File: src/rtl/fu_arbiter_if.sv
// Bundle of every signal between the IntALU arbiter and its surroundings:
// two issue requesters, the shared combinational ALU, and the result consumer.
// Handshake: a requester transfers on a cycle where valid=1 and stall=0, and
// holds its payload stable while stall=1; the result register transfers
// downstream when res_valid=1 and res_stall=0.
// starve_cnt is a debug view of the arbiter's starvation counter.
interface fu_arbiter_if #(
  parameter int XLEN = 32,
  parameter int OPW  = 4,
  parameter int RDW  = 5
);
  logic            req0_valid;
  logic            req0_stall;
  logic [OPW-1:0]  req0_op;
  logic [XLEN-1:0] req0_s1;
  logic [XLEN-1:0] req0_s2;
  logic [RDW-1:0]  req0_rd;

  logic            req1_valid;
  logic            req1_stall;
  logic [OPW-1:0]  req1_op;
  logic [XLEN-1:0] req1_s1;
  logic [XLEN-1:0] req1_s2;
  logic [RDW-1:0]  req1_rd;

  logic [OPW-1:0]  alu_op;
  logic [XLEN-1:0] alu_s1;
  logic [XLEN-1:0] alu_s2;
  logic [XLEN-1:0] alu_d;

  logic            res_valid;
  logic            res_stall;
  logic [XLEN-1:0] res_val;
  logic [RDW-1:0]  res_rd;
  logic            res_src;

  logic [3:0]      starve_cnt;

  // Environment side: requesters, the ALU and the result consumer.
  modport master (
    output req0_valid, req0_op, req0_s1, req0_s2, req0_rd,
    input  req0_stall,
    output req1_valid, req1_op, req1_s1, req1_s2, req1_rd,
    input  req1_stall,
    input  alu_op, alu_s1, alu_s2,
    output alu_d,
    input  res_valid, res_val, res_rd, res_src,
    output res_stall,
    input  starve_cnt
  );

  // Arbiter side.
  modport slave (
    input  req0_valid, req0_op, req0_s1, req0_s2, req0_rd,
    output req0_stall,
    input  req1_valid, req1_op, req1_s1, req1_s2, req1_rd,
    output req1_stall,
    output alu_op, alu_s1, alu_s2,
    input  alu_d,
    output res_valid, res_val, res_rd, res_src,
    input  res_stall,
    output starve_cnt
  );
endinterface

File: src/rtl/fu_arbiter.sv
// Shares one combinational IntALU between the main execute pipeline (req0)
// and an auxiliary sequencer (req1). req0 has fixed priority, but after
// STARVE_LIMIT consecutive req0 grants with req1 waiting, req1 is forced in.
// The ALU result is registered with its destination and source tag.
module fu_arbiter #(
  parameter int XLEN         = 32,
  parameter int OPW          = 4,
  parameter int RDW          = 5,
  parameter int STARVE_LIMIT = 3
) (
  input  logic          clk,
  input  logic          rst_n,
  fu_arbiter_if.slave   bus
);

  localparam logic [3:0] LIMIT = 4'(STARVE_LIMIT);

  logic            out_free;
  logic            forced;
  logic            gnt0;
  logic            gnt1;

  logic [3:0]      cnt_q;
  logic [3:0]      cnt_d;
  logic            res_valid_q;
  logic            res_valid_d;
  logic [XLEN-1:0] res_val_q;
  logic [XLEN-1:0] res_val_d;
  logic [RDW-1:0]  res_rd_q;
  logic [RDW-1:0]  res_rd_d;
  logic            res_src_q;
  logic            res_src_d;

  logic            stall0;
  logic            stall1;
  logic [OPW-1:0]  mux_op;
  logic [XLEN-1:0] mux_s1;
  logic [XLEN-1:0] mux_s2;

  // Grant decision; no grant is possible while the output register is blocked.
  always_comb begin
    out_free = !res_valid_q || !bus.res_stall;
    forced   = (cnt_q == LIMIT) && bus.req1_valid;
    gnt1     = out_free && bus.req1_valid && (forced || !bus.req0_valid);
    gnt0     = out_free && bus.req0_valid && !gnt1;
  end

  // State register: starvation counter and result register.
  always_ff @(posedge clk or negedge rst_n) begin
    if (!rst_n) begin
      cnt_q       <= 4'd0;
      res_valid_q <= 1'b0;
      res_val_q   <= '0;
      res_rd_q    <= '0;
      res_src_q   <= 1'b0;
    end else begin
      cnt_q       <= cnt_d;
      res_valid_q <= res_valid_d;
      res_val_q   <= res_val_d;
      res_rd_q    <= res_rd_d;
      res_src_q   <= res_src_d;
    end
  end

  // Next state: everything holds while blocked; on a free cycle load the grant.
  always_comb begin
    cnt_d       = cnt_q;
    res_valid_d = res_valid_q;
    res_val_d   = res_val_q;
    res_rd_d    = res_rd_q;
    res_src_d   = res_src_q;
    if (out_free) begin
      res_valid_d = gnt0 || gnt1;
      if (gnt0 || gnt1) begin
        res_val_d = bus.alu_d;
        res_rd_d  = gnt1 ? bus.req1_rd : bus.req0_rd;
        res_src_d = gnt1;
      end
      // The counter only measures an unbroken wait by req1.
      if (gnt1 || !bus.req1_valid) begin
        cnt_d = 4'd0;
      end else if (gnt0 && (cnt_q != LIMIT)) begin
        cnt_d = cnt_q + 4'd1;
      end
    end
  end

  // Outputs: stalls and ALU operand mux (defaults to req0 to avoid X).
  always_comb begin
    stall0 = !out_free || (bus.req0_valid && !gnt0);
    stall1 = !out_free || (bus.req1_valid && !gnt1);
    if (gnt1) begin
      mux_op = bus.req1_op;
      mux_s1 = bus.req1_s1;
      mux_s2 = bus.req1_s2;
    end else begin
      mux_op = bus.req0_op;
      mux_s1 = bus.req0_s1;
      mux_s2 = bus.req0_s2;
    end
  end

  assign bus.req0_stall = stall0;
  assign bus.req1_stall = stall1;
  assign bus.alu_op     = mux_op;
  assign bus.alu_s1     = mux_s1;
  assign bus.alu_s2     = mux_s2;
  assign bus.res_valid  = res_valid_q;
  assign bus.res_val    = res_val_q;
  assign bus.res_rd     = res_rd_q;
  assign bus.res_src    = res_src_q;
  assign bus.starve_cnt = cnt_q;

endmodule

File: src/flat_wrapper.sv
// flat-port wrapper written by rule: the top's interface ports become plain ports
module fu_arbiter_flat 
#(
  parameter int XLEN         = 32,
  parameter int OPW          = 4,
  parameter int RDW          = 5,
  parameter int STARVE_LIMIT = 3
)
  (clk, rst_n, bus_req0_valid, bus_req0_op, bus_req0_s1, bus_req0_s2, bus_req0_rd, bus_req0_stall, bus_req1_valid, bus_req1_op, bus_req1_s1, bus_req1_s2, bus_req1_rd, bus_req1_stall, bus_alu_op, bus_alu_s1, bus_alu_s2, bus_alu_d, bus_res_valid, bus_res_val, bus_res_rd, bus_res_src, bus_res_stall, bus_starve_cnt);
  fu_arbiter_if #(.XLEN(XLEN), .OPW(OPW), .RDW(RDW)) bus_i ();
  input  logic clk;
  input  logic rst_n;
  input wire logic [$bits(bus_i.req0_valid)-1:0] bus_req0_valid;
  input wire logic [$bits(bus_i.req0_op)-1:0] bus_req0_op;
  input wire logic [$bits(bus_i.req0_s1)-1:0] bus_req0_s1;
  input wire logic [$bits(bus_i.req0_s2)-1:0] bus_req0_s2;
  input wire logic [$bits(bus_i.req0_rd)-1:0] bus_req0_rd;
  output wire logic [$bits(bus_i.req0_stall)-1:0] bus_req0_stall;
  input wire logic [$bits(bus_i.req1_valid)-1:0] bus_req1_valid;
  input wire logic [$bits(bus_i.req1_op)-1:0] bus_req1_op;
  input wire logic [$bits(bus_i.req1_s1)-1:0] bus_req1_s1;
  input wire logic [$bits(bus_i.req1_s2)-1:0] bus_req1_s2;
  input wire logic [$bits(bus_i.req1_rd)-1:0] bus_req1_rd;
  output wire logic [$bits(bus_i.req1_stall)-1:0] bus_req1_stall;
  output wire logic [$bits(bus_i.alu_op)-1:0] bus_alu_op;
  output wire logic [$bits(bus_i.alu_s1)-1:0] bus_alu_s1;
  output wire logic [$bits(bus_i.alu_s2)-1:0] bus_alu_s2;
  input wire logic [$bits(bus_i.alu_d)-1:0] bus_alu_d;
  output wire logic [$bits(bus_i.res_valid)-1:0] bus_res_valid;
  output wire logic [$bits(bus_i.res_val)-1:0] bus_res_val;
  output wire logic [$bits(bus_i.res_rd)-1:0] bus_res_rd;
  output wire logic [$bits(bus_i.res_src)-1:0] bus_res_src;
  input wire logic [$bits(bus_i.res_stall)-1:0] bus_res_stall;
  output wire logic [$bits(bus_i.starve_cnt)-1:0] bus_starve_cnt;
  assign bus_i.req0_valid = bus_req0_valid;
  assign bus_i.req0_op = bus_req0_op;
  assign bus_i.req0_s1 = bus_req0_s1;
  assign bus_i.req0_s2 = bus_req0_s2;
  assign bus_i.req0_rd = bus_req0_rd;
  assign bus_req0_stall = bus_i.req0_stall;
  assign bus_i.req1_valid = bus_req1_valid;
  assign bus_i.req1_op = bus_req1_op;
  assign bus_i.req1_s1 = bus_req1_s1;
  assign bus_i.req1_s2 = bus_req1_s2;
  assign bus_i.req1_rd = bus_req1_rd;
  assign bus_req1_stall = bus_i.req1_stall;
  assign bus_alu_op = bus_i.alu_op;
  assign bus_alu_s1 = bus_i.alu_s1;
  assign bus_alu_s2 = bus_i.alu_s2;
  assign bus_i.alu_d = bus_alu_d;
  assign bus_res_valid = bus_i.res_valid;
  assign bus_res_val = bus_i.res_val;
  assign bus_res_rd = bus_i.res_rd;
  assign bus_res_src = bus_i.res_src;
  assign bus_i.res_stall = bus_res_stall;
  assign bus_starve_cnt = bus_i.starve_cnt;
  fu_arbiter #(.XLEN(XLEN), .OPW(OPW), .RDW(RDW), .STARVE_LIMIT(STARVE_LIMIT)) u_core (.clk(clk), .rst_n(rst_n), .bus(bus_i));
endmodule
File: config.mk
export PLATFORM = sky130hd
export DESIGN_NAME = fu_arbiter_flat
export DESIGN_NICKNAME = d
export VERILOG_FILES = /design/src/rtl/fu_arbiter_if.sv /design/src/rtl/fu_arbiter.sv /design/src/flat_wrapper.sv
export SDC_FILE = /design/constraint.sdc
export NUM_CORES = 1
export LEC_CHECK = 0
export CORE_AREA = 3 3 113 115
export CTS_CLUSTER_SIZE = 20
export DETAILED_ROUTE_END_ITERATION = 10
export DIE_AREA = 0 0 116 118
export PLACE_DENSITY = 0.69
export SLEW_MARGIN = 0
export SYNTH_ARGS = -nofsm -noshare
export SYNTH_HDL_FRONTEND = slang
export SYNTH_SLANG_ARGS = --single-unit
File: constraint.sdc
create_clock -name clk -period 6.25 [get_ports clk]
set_clock_uncertainty 0.1 [all_clocks]
set_input_delay 1.25 -clock clk [delete_from_list [all_inputs] [get_ports clk]]
set_output_delay 1.25 -clock clk [all_outputs]
set_load 0.02 [all_outputs]
---- Word-level counts from Yosys, hierarchy flattened ----
Index checks and enable logic that the tools add are counted.
storage, ports and cells
  flip-flop bits (word level) ............. 43
  bits in latches ......................... 0
  bits in writable memories ............... 0
  memory bits (read-only) ................. 0
  input bits .............................. 183
  output and inout bits ................... 113
  word-level logic and storage cells ...... 38
  memories ................................ 0
operators by class
  add/sub/neg operators ................... 1
  multipliers ............................. 0
  div/mod/pow operators ................... 0
  order comparisons ....................... 0
  eq/ne operators ......................... 2
  shift operators ......................... 0
  mux-type cells .......................... 6
  bitwise logic cells ..................... 0
  reduce and logical (&&, ||, !) cells .... 24
operators with widths
  cell                   number
  $mux W32               2
  $mux W4                3
  $logic_and A1 B1 Y1    8
  $logic_not A1 Y1       7
  $logic_or A1 B1 Y1     6
  $mux W5                1
  $add A4 B1 Y4 const B  1
  $eq A4 B2 Y1 const B   1
  $ne A4 B2 Y1 const B   1
  $reduce_and A2 Y1      2
  $reduce_bool A2 Y1     1

---- Depth between registers and ports, before layout ----
Gate-level depths: netlist of the first run.
  depth after elaboration ................. 9
  depth in mapped cells ................... 6
  gate-level depth less buffers ........... 4

---- Worst setup path before layout of the first run ----
No wires, ideal clock.
  path type ............................... input port to output port
  start ................................... input bus_req0_valid
  end ..................................... output bus_alu_s2[22]
  arrival ................................. 2.351 ns
  required time ........................... 4.900 ns
  path slack .............................. 2.549 ns
  stages .................................. 6
  path buffers ............................ 3
  cell sequence ........................... buf_4 -> inv_1 -> o211ai_2 -> buf_6 -> buf_6 -> mux2_4
on the way
  longest elaborated chain between the ends .. 4
RTL lines
  what                 RTL line            source
  start, declared      flat_wrapper.sv:13  input wire logic [$bits(bus_i.req0_valid)-1:0] bus_req0_valid;
  $logic_not A1 Y1     fu_arbiter.sv:44    gnt1 = out_free && bus.req1_valid && (forced || !bus.req0_valid);
  $logic_or A1 B1 Y1   fu_arbiter.sv:44
  $logic_and A1 B1 Y1  fu_arbiter.sv:44
  $mux W32             fu_arbiter.sv:92    if (gnt1) begin
  end, declared        flat_wrapper.sv:27  output wire logic [$bits(bus_i.alu_s2)-1:0] bus_alu_s2;
No other way between the ends.

---- Worst setup path in the final report of the first run ----
  start ................................... input bus_req0_valid
  end ..................................... output bus_alu_s1[13]
on the way
  longest elaborated chain between the ends .. 4
RTL lines
  what                 RTL line            source
  $logic_not A1 Y1     fu_arbiter.sv:44
  $logic_or A1 B1 Y1   fu_arbiter.sv:44
  $logic_and A1 B1 Y1  fu_arbiter.sv:44
  $mux W32             fu_arbiter.sv:92
  end, declared        flat_wrapper.sv:26  output wire logic [$bits(bus_i.alu_s1)-1:0] bus_alu_s1;
No other way between the ends.

==> summary.txt, run 1 <==
CTS
  – CTS tree: yes
  – Clk buf depth: 2
  – Clock Latency Late Sink: 280 ps
  – Reg clk slew, reported paths: 60 ps
  – Htree depth: 2
  – CTS resizes: 0
  – CTS Hold Buffers Added: 0
  – CTS Sinks: 43
  – CTS Buf Count: 5
  – Root buffer cell: clkbuf_16
  – Setup bufs post-CTS: 0

Synthesis
  – Post-synthesis register bit count: 43
  – Mapped Area: 0.00265 sq mm
  – Yosys cell types: 28
  – Syn nets: 459
  – Synth Area per Inst: 9.62 sq um
  – Synth Warn #: 0
  – Register area share after synthesis: 40.7%
  – Synth Instances: 275

Place
  – Gpl congestion: 0.896
  – Number of buffers added on ports: 295
  – Post-DP HPWL: 10900 um
  – Setup WS pre-CTS: 986 ps

Timing
  – Worst Tran Pin Value: 979 ps
  – Crit share post-route: 84.3%
  – WHS: 373 ps
  – Final worst setup slack: 982 ps
  – Worst slew margin: 34.7%
  – Final min period: 5270 ps
  – Fmax achieved: 0.190 GHz
  – Final setup viols: 0
  – Final Hold Fails: 0
  – RSZ-0062 raised after global routing: false
  – Setup TNS: 0 ps
  – Fin. max-slew vios: 0

Status
  – Status: finished clean

Power and ir drop
  – Power, Total: 0.00107 W
  – IR drop worst, VDD: 0.137 mV
  – P_leak: 2.51 nW
  – Pwr per Cell Area: 181 mW/mm^2

Run
  – Max-Cap Viols: 0

Final layout
  – Sequential cell area: 0.00108 sq mm
  – FILL cells: 1129
  – Final nets: 748
  – Ant. Diodes: 0
  – Commonest cells after routing, fill and taps aside: clkdlybuf4s50_1 (294), nand2_1 (114), mux2_2 (59)
  – Layout cells sized above 1: 15.2%
  – Most common cell after layout, fill and taps aside: clkdlybuf4s50_1
  – Synthesis-to-finish area growth: 124%
  – Area of the multi-input gates: 0.00149 sq mm

GRT
  – Vias in the first global route: 3322
  – Total track usage: 18.2%
  – First-pass GRT wire length: 19200 um
  – Initial antenna violation count: 2
  – Largest net degree at the start of global routing: 44
  – Grt ovf: 0

Worst setup path
  – Worst Path Required: 4900 ps
  – Setup crit end kind: output pin
  – Bufs and invs on worst path: 4
  – Crit-path cells: clkdlybuf4s50_1 > inv_1 > o211ai_4 > buf_12 > mux2_2 > clkdlybuf4s50_1
  – CP max-delay cell: clkdlybuf4s50_1
  – CP peak stage delay: 680 ps
  – Worst setup SP type: input port
  – Most used cell along the critical path: clkdlybuf4s50_1
  – CP Class: input port to output pin
  – Largest delay share family, worst path: buffers and inverters
  – Worst-path fanout max: 31
  – Worst EP arrival: 3920 ps

Floorplanning
  – Core area: 0.0119 sq mm
  – Die height: 118 um
  – Chip width: 116 um
  – Initial Utilization: 22.2%
  – Die area: 0.0137 sq mm
  – Ports: 296
  – FP Rows: 40

Route
  – Post-DR vias/cell: 4.38
  – Iteration-0 DRC Markers: 151
  – Avg WL per Cell: 18.1 um
  – Post-detailed-routing wire length: 12900 um
  – Final ANT Viol Nets: 0
  – Residual DRC count: 0
  – Initial DRT Pass Iterations: 4
  – Via count: 3117

Hold path
  – Tightest Hold Check Type: flip-flop to flip-flop
-- layout make-up --
class,count,area share (%)
clock inverters,1,0.127
repair buffers,299,50.8
multi-input cells,214,25.2
flip-flops and latches,43,18.2
clock buffers,7,2.58
inverters,1,0.0635
well taps,147,3.11
-- routing by layer --
| metal | vias to the layer above | part of all wire (%) | global-route usage (%) | routed length [um] |
|---|---|---|---|---|
| li1 | 1508 | - | - | - |
| met1 | 1431 | 38 | 20.8 | 4850 |
| met2 | 163 | 50 | 31.8 | 6480 |
| met3 | 11 | 11 | 7.81 | 1430 |
| met4 | 4 | 0.71 | 2.61 | 91 |
| met5 | - | 0.26 | 0 | 34 |
-- where the power goes --
group | switching, W | internal [W]
Combinational | 0.000199 | 0.000265
Sequential | 0.0000183 | 0.000312
Clock | 0.000107 | 0.000170
-- cells in the mapped netlist --
| master | instances | share of area, % |
|---|---|---|
| buf_1 | 2 | 0.28 |
| nand4_1 | 5 | 1.2 |
| o31ai_1 | 1 | 0.28 |
| clkbuf_1 | 5 | 0.71 |
| buf_4 | 1 | 0.28 |
| buf_2 | 7 | 1.3 |
| o211ai_2 | 1 | 0.47 |
| a2bb2oi_2 | 1 | 0.57 |
| nand2_1 | 114 | 16 |
| or3_1 | 2 | 0.47 |
| buf_6 | 2 | 0.85 |
| o211ai_1 | 5 | 1.4 |
| dfrtp_1 | 43 | 41 |
| nand3b_1 | 1 | 0.28 |
| and3_1 | 1 | 0.24 |
| and2_1 | 1 | 0.24 |
| o2bb2ai_1 | 2 | 0.66 |
| nand4bb_1 | 1 | 0.43 |
| ha_1 | 1 | 0.47 |
| nor3_1 | 1 | 0.19 |
| mux2_2 | 59 | 25 |
| nand2b_1 | 1 | 0.24 |
| inv_1 | 1 | 0.14 |
| o21ai_0 | 5 | 0.95 |
| mux2_4 | 9 | 5.1 |
| or2_2 | 1 | 0.24 |
| nor3b_4 | 1 | 0.71 |
| a21o_1 | 1 | 0.28 |
-- cells by family after synthesis --
kind of cell | count (synthesis) | share of synthesized area [%]
AOI/OAI and AO/OA | 16 | 4.64
DFF | 43 | 40.7
muxes | 68 | 30.2
and+or+nand+nor | 129 | 20.4
adders and majority gates | 1 | 0.473
buffers and inverters | 18 | 3.60
-- tightest hold or removal path: stages, from the launching register on --
cell and delay, ps:
dfrtp_1 340, nand2_1 50, nand2_1 50
-- state kept, by name (all words and copies together) (netlist names) --
name                   flops
u_core.bus.res_rd          5
u_core.bus.res_valid       1
u_core.bus.res_val        32
u_core.bus.res_src         1
u_core.bus.starve_cnt      4
-- per-stage QoR --
step                cell area, sq um  cells  util (%)
floorplan                       2650    275         -
global placement                5760    704      48.3
detailed placement              5760    704      48.3
CTS                             5920    712      49.7
global route                    5920    712      49.7
finish                          5920    712      49.7
-- final timing paths --
check	from	to	slack, ps	cells past startpoint
setup reg to reg	u_core.bus.starve_cnt[0]$_DFFE_PN0P_	u_core.bus.res_rd[2]$_DFFE_PN0P_	4350	4
setup / recovery	bus_req0_valid	bus_alu_s1[13]	980	6
hold / removal	u_core.bus.res_val[2]$_DFFE_PN0P_	u_core.bus.res_val[2]$_DFFE_PN0P_	370	2
hold reg to reg	u_core.bus.res_val[2]$_DFFE_PN0P_	u_core.bus.res_val[2]$_DFFE_PN0P_	370	2
min in group asynchronous	rst_n	u_core.bus.res_val[21]$_DFFE_PN0P_	1030	1
max in group asynchronous	rst_n	u_core.bus.res_val[25]$_DFFE_PN0P_	4410	1
No activity file was read; power rests on OpenSTA's default activity.
==> run 2, diff against run 1 <==
--- a/config.mk
+++ b/config.mk
@@ -5,11 +5,11 @@
 export SDC_FILE = /design/constraint.sdc
 export NUM_CORES = 1
 export LEC_CHECK = 0
-export CORE_AREA = 3 3 113 115
+export CORE_AREA = 3 3 114 116
 export CTS_CLUSTER_SIZE = 20
 export DETAILED_ROUTE_END_ITERATION = 10
-export DIE_AREA = 0 0 116 118
-export PLACE_DENSITY = 0.69
+export DIE_AREA = 0 0 117 119
+export PLACE_DENSITY = 0.68
 export SLEW_MARGIN = 0
 export SYNTH_ARGS = -nofsm -noshare
 export SYNTH_HDL_FRONTEND = slang
==> constraint.sdc (replaced) <==
create_clock -name clk -period 5.5 [get_ports clk]
set_clock_uncertainty 0.1 [all_clocks]
set_input_delay 1.1 -clock clk [delete_from_list [all_inputs] [get_ports clk]]
set_output_delay 1.1 -clock clk [all_outputs]
set_load 0.02 [all_outputs]
==> run 2 against run 1 <==
Sequential power increased by 14%. Sequential share of layout area shrank 0.096 points. Via count decreased by 0.48%. Highest routed layer is now met4. Largest power group unchanged. Register-to-register slack lost 750 ps. First-iteration DRC count grew 0.66%. Design area grew 0.53%. Final cell count increased by 0.42%. Critical path depth increased by 1.
==> summary.txt, run 2 (synthesis results as in run 1) <==
GRT
  – First-pass GRT wire length: 18400 um
  – Initial antenna violation count: 0
  – Vias in the first global route: 3377
  – Grt ovf: 0
  – Total track usage: 17.1%
  – Largest net degree at the start of global routing: 44

Place
  – Gpl congestion: 0.795
  – Number of buffers added on ports: 295
  – Post-DP HPWL: 10700 um

Floorplanning
  – Initial Utilization: 22.0%
  – FP Rows: 40
  – Die height: 119 um
  – Chip width: 117 um
  – Core area: 0.0120 sq mm
  – Ports: 296
  – Die area: 0.0139 sq mm

Final layout
  – Ant. Diodes: 0
  – Layout cells sized above 1: 15.7%
  – Fin util: 49.5%
  – Final nets: 751
  – Sequential cell area: 0.00108 sq mm
  – Commonest cells after routing, fill and taps aside: clkdlybuf4s50_1 (294), nand2_1 (114), mux2_2 (59)
  – Max reg flops: 32
  – Area of the multi-input gates: 0.00149 sq mm
  – FILL cells: 1153
  – Most common cell after layout, fill and taps aside: clkdlybuf4s50_1
  – Synthesis-to-finish area growth: 125%

Timing
  – Setup TNS: 0 ps
  – Final setup viols: 0
  – Worst Tran Pin Value: 980 ps
  – Fin. max-slew vios: 0
  – WHS: 375 ps
  – Worst slew margin: 34.6%
  – Fmax achieved: 0.216 GHz
  – RSZ-0062 raised after global routing: false
  – Final min period: 4640 ps
  – Final Hold Fails: 0
  – Crit share post-route: 84.3%

Power and ir drop
  – Int Power: 0.000870 W
  – Clk pwr share: 27.6%
  – Pwr per Cell Area: 210 mW/mm^2
  – Sequential Power Share: 30.1%
  – IR drop worst, VDD: 0.114 mV
  – Comb power frac: 42.3%
  – Switching share of power: 30.2%
  – Net Switching: 0.000376 W
  – P_leak: 2.53 nW

Route
  – Initial DRT Pass Iterations: 4
  – Final ANT Viol Nets: 0
  – Avg WL per Cell: 17.8 um
  – Iteration-0 DRC Markers: 152
  – Residual DRC count: 0
  – Post-detailed-routing wire length: 12700 um
  – Post-DR vias/cell: 4.34
  – Via count: 3102

Worst setup path
  – Setup crit end kind: output pin
  – Crit-path cells: clkdlybuf4s50_1 > buf_4 > inv_1 > o211ai_4 > buf_12 > mux2_2 > clkdlybuf4s50_1
  – Most used cell along the critical path: clkdlybuf4s50_1
  – Worst Path Required: 4300 ps
  – CP Class: input port to output pin
  – CP max-delay cell: clkdlybuf4s50_1
  – Worst-path fanout max: 33
  – CP peak stage delay: 540 ps
  – Worst setup SP type: input port
  – Worst EP arrival: 3440 ps

CTS
  – CTS Hold Buffers Added: 0
  – Clk buf depth: 2
  – Clock Latency Late Sink: 280 ps
  – CTS tree: yes
  – Root buffer cell: clkbuf_16
  – Setup bufs post-CTS: 0
  – Reg clk slew, reported paths: 60 ps
  – Htree depth: 2
  – CTS resizes: 0
  – CTS Sinks: 43
  – CTS Buf Count: 5

Run
  – Max-Cap Viols: 0

Hold path
  – Tightest Hold Check Type: flip-flop to flip-flop

Status
  – Status: finished clean
run 2: layout make-up:
| cell class | count | share of cell area, % |
|---|---|---|
| flip-flops and latches | 43 | 18.1 |
| well taps | 147 | 3.09 |
| repair buffers | 302 | 50.9 |
| multi-input cells | 214 | 25.0 |
| clock inverters | 3 | 0.736 |
| inverters | 1 | 0.0631 |
| clock buffers | 5 | 2.10 |
run 2: layer usage:
layer | vias up | global-route usage (%) | part of all wire, %
li1 | 1514 | - | -
met1 | 1406 | 19.8 | 38
met2 | 160 | 29.8 | 51
met3 | 22 | 5.34 | 8.8
met4 | 0 | 5.30 | 2.6
met5 | - | 0 | 0
run 2: path summary, 6_finish.rpt:
kind | startpoint | endpoint | slack, ps | depth (start not counted)
hold / removal | u_core.bus.res_val[5]$_DFFE_PN0P_ | u_core.bus.res_val[5]$_DFFE_PN0P_ | 380 | 2
hold reg to reg | u_core.bus.res_val[5]$_DFFE_PN0P_ | u_core.bus.res_val[5]$_DFFE_PN0P_ | 380 | 2
setup / recovery | bus_req0_valid | bus_alu_op[3] | 860 | 7
max in group asynchronous | rst_n | u_core.bus.res_val[25]$_DFFE_PN0P_ | 3810 | 1
min in group asynchronous | rst_n | u_core.bus.res_val[13]$_DFFE_PN0P_ | 870 | 1
setup reg to reg | u_core.bus.starve_cnt[0]$_DFFE_PN0P_ | u_core.bus.res_rd[0]$_DFFE_PN0P_ | 3600 | 4
run 2: power by group through the flow:
| stage | Sequential [W] | Clock, W | Combinational, W |
|---|---|---|---|
| CTS | 0.000375 | 0.000357 | 0.000534 |
| finish | 0.000375 | 0.000345 | 0.000527 |
| floorplan | 0.000427 | 0 | 0.000163 |
| global placement | 0.000379 | 0 | 0.000526 |
| global route | 0.000379 | 0.000371 | 0.000560 |
| detailed placement | 0.000381 | 0 | 0.000531 |
run 2: metrics by stage:
step | cells | setup WS (ps) | cell area [sq um] | power (W)
final | 715 | 863 | 5950 | 0.00125
after CTS | 715 | 825 | 5950 | 0.00127
after floorplan | 275 | 2100 | 2650 | 0.000590
after global routing | 715 | 705 | 5950 | 0.00131
after detailed placement | 707 | 834 | 5780 | 0.000912
after global placement | 707 | 865 | 5780 | 0.000905
run 2: critical path: cells and delay by family:
kind | cells | cell delay [ps]
multiplexers | 1 | 370
AO/OA/AOI/OAI | 1 | 400
buffers and inverters | 5 | 1550
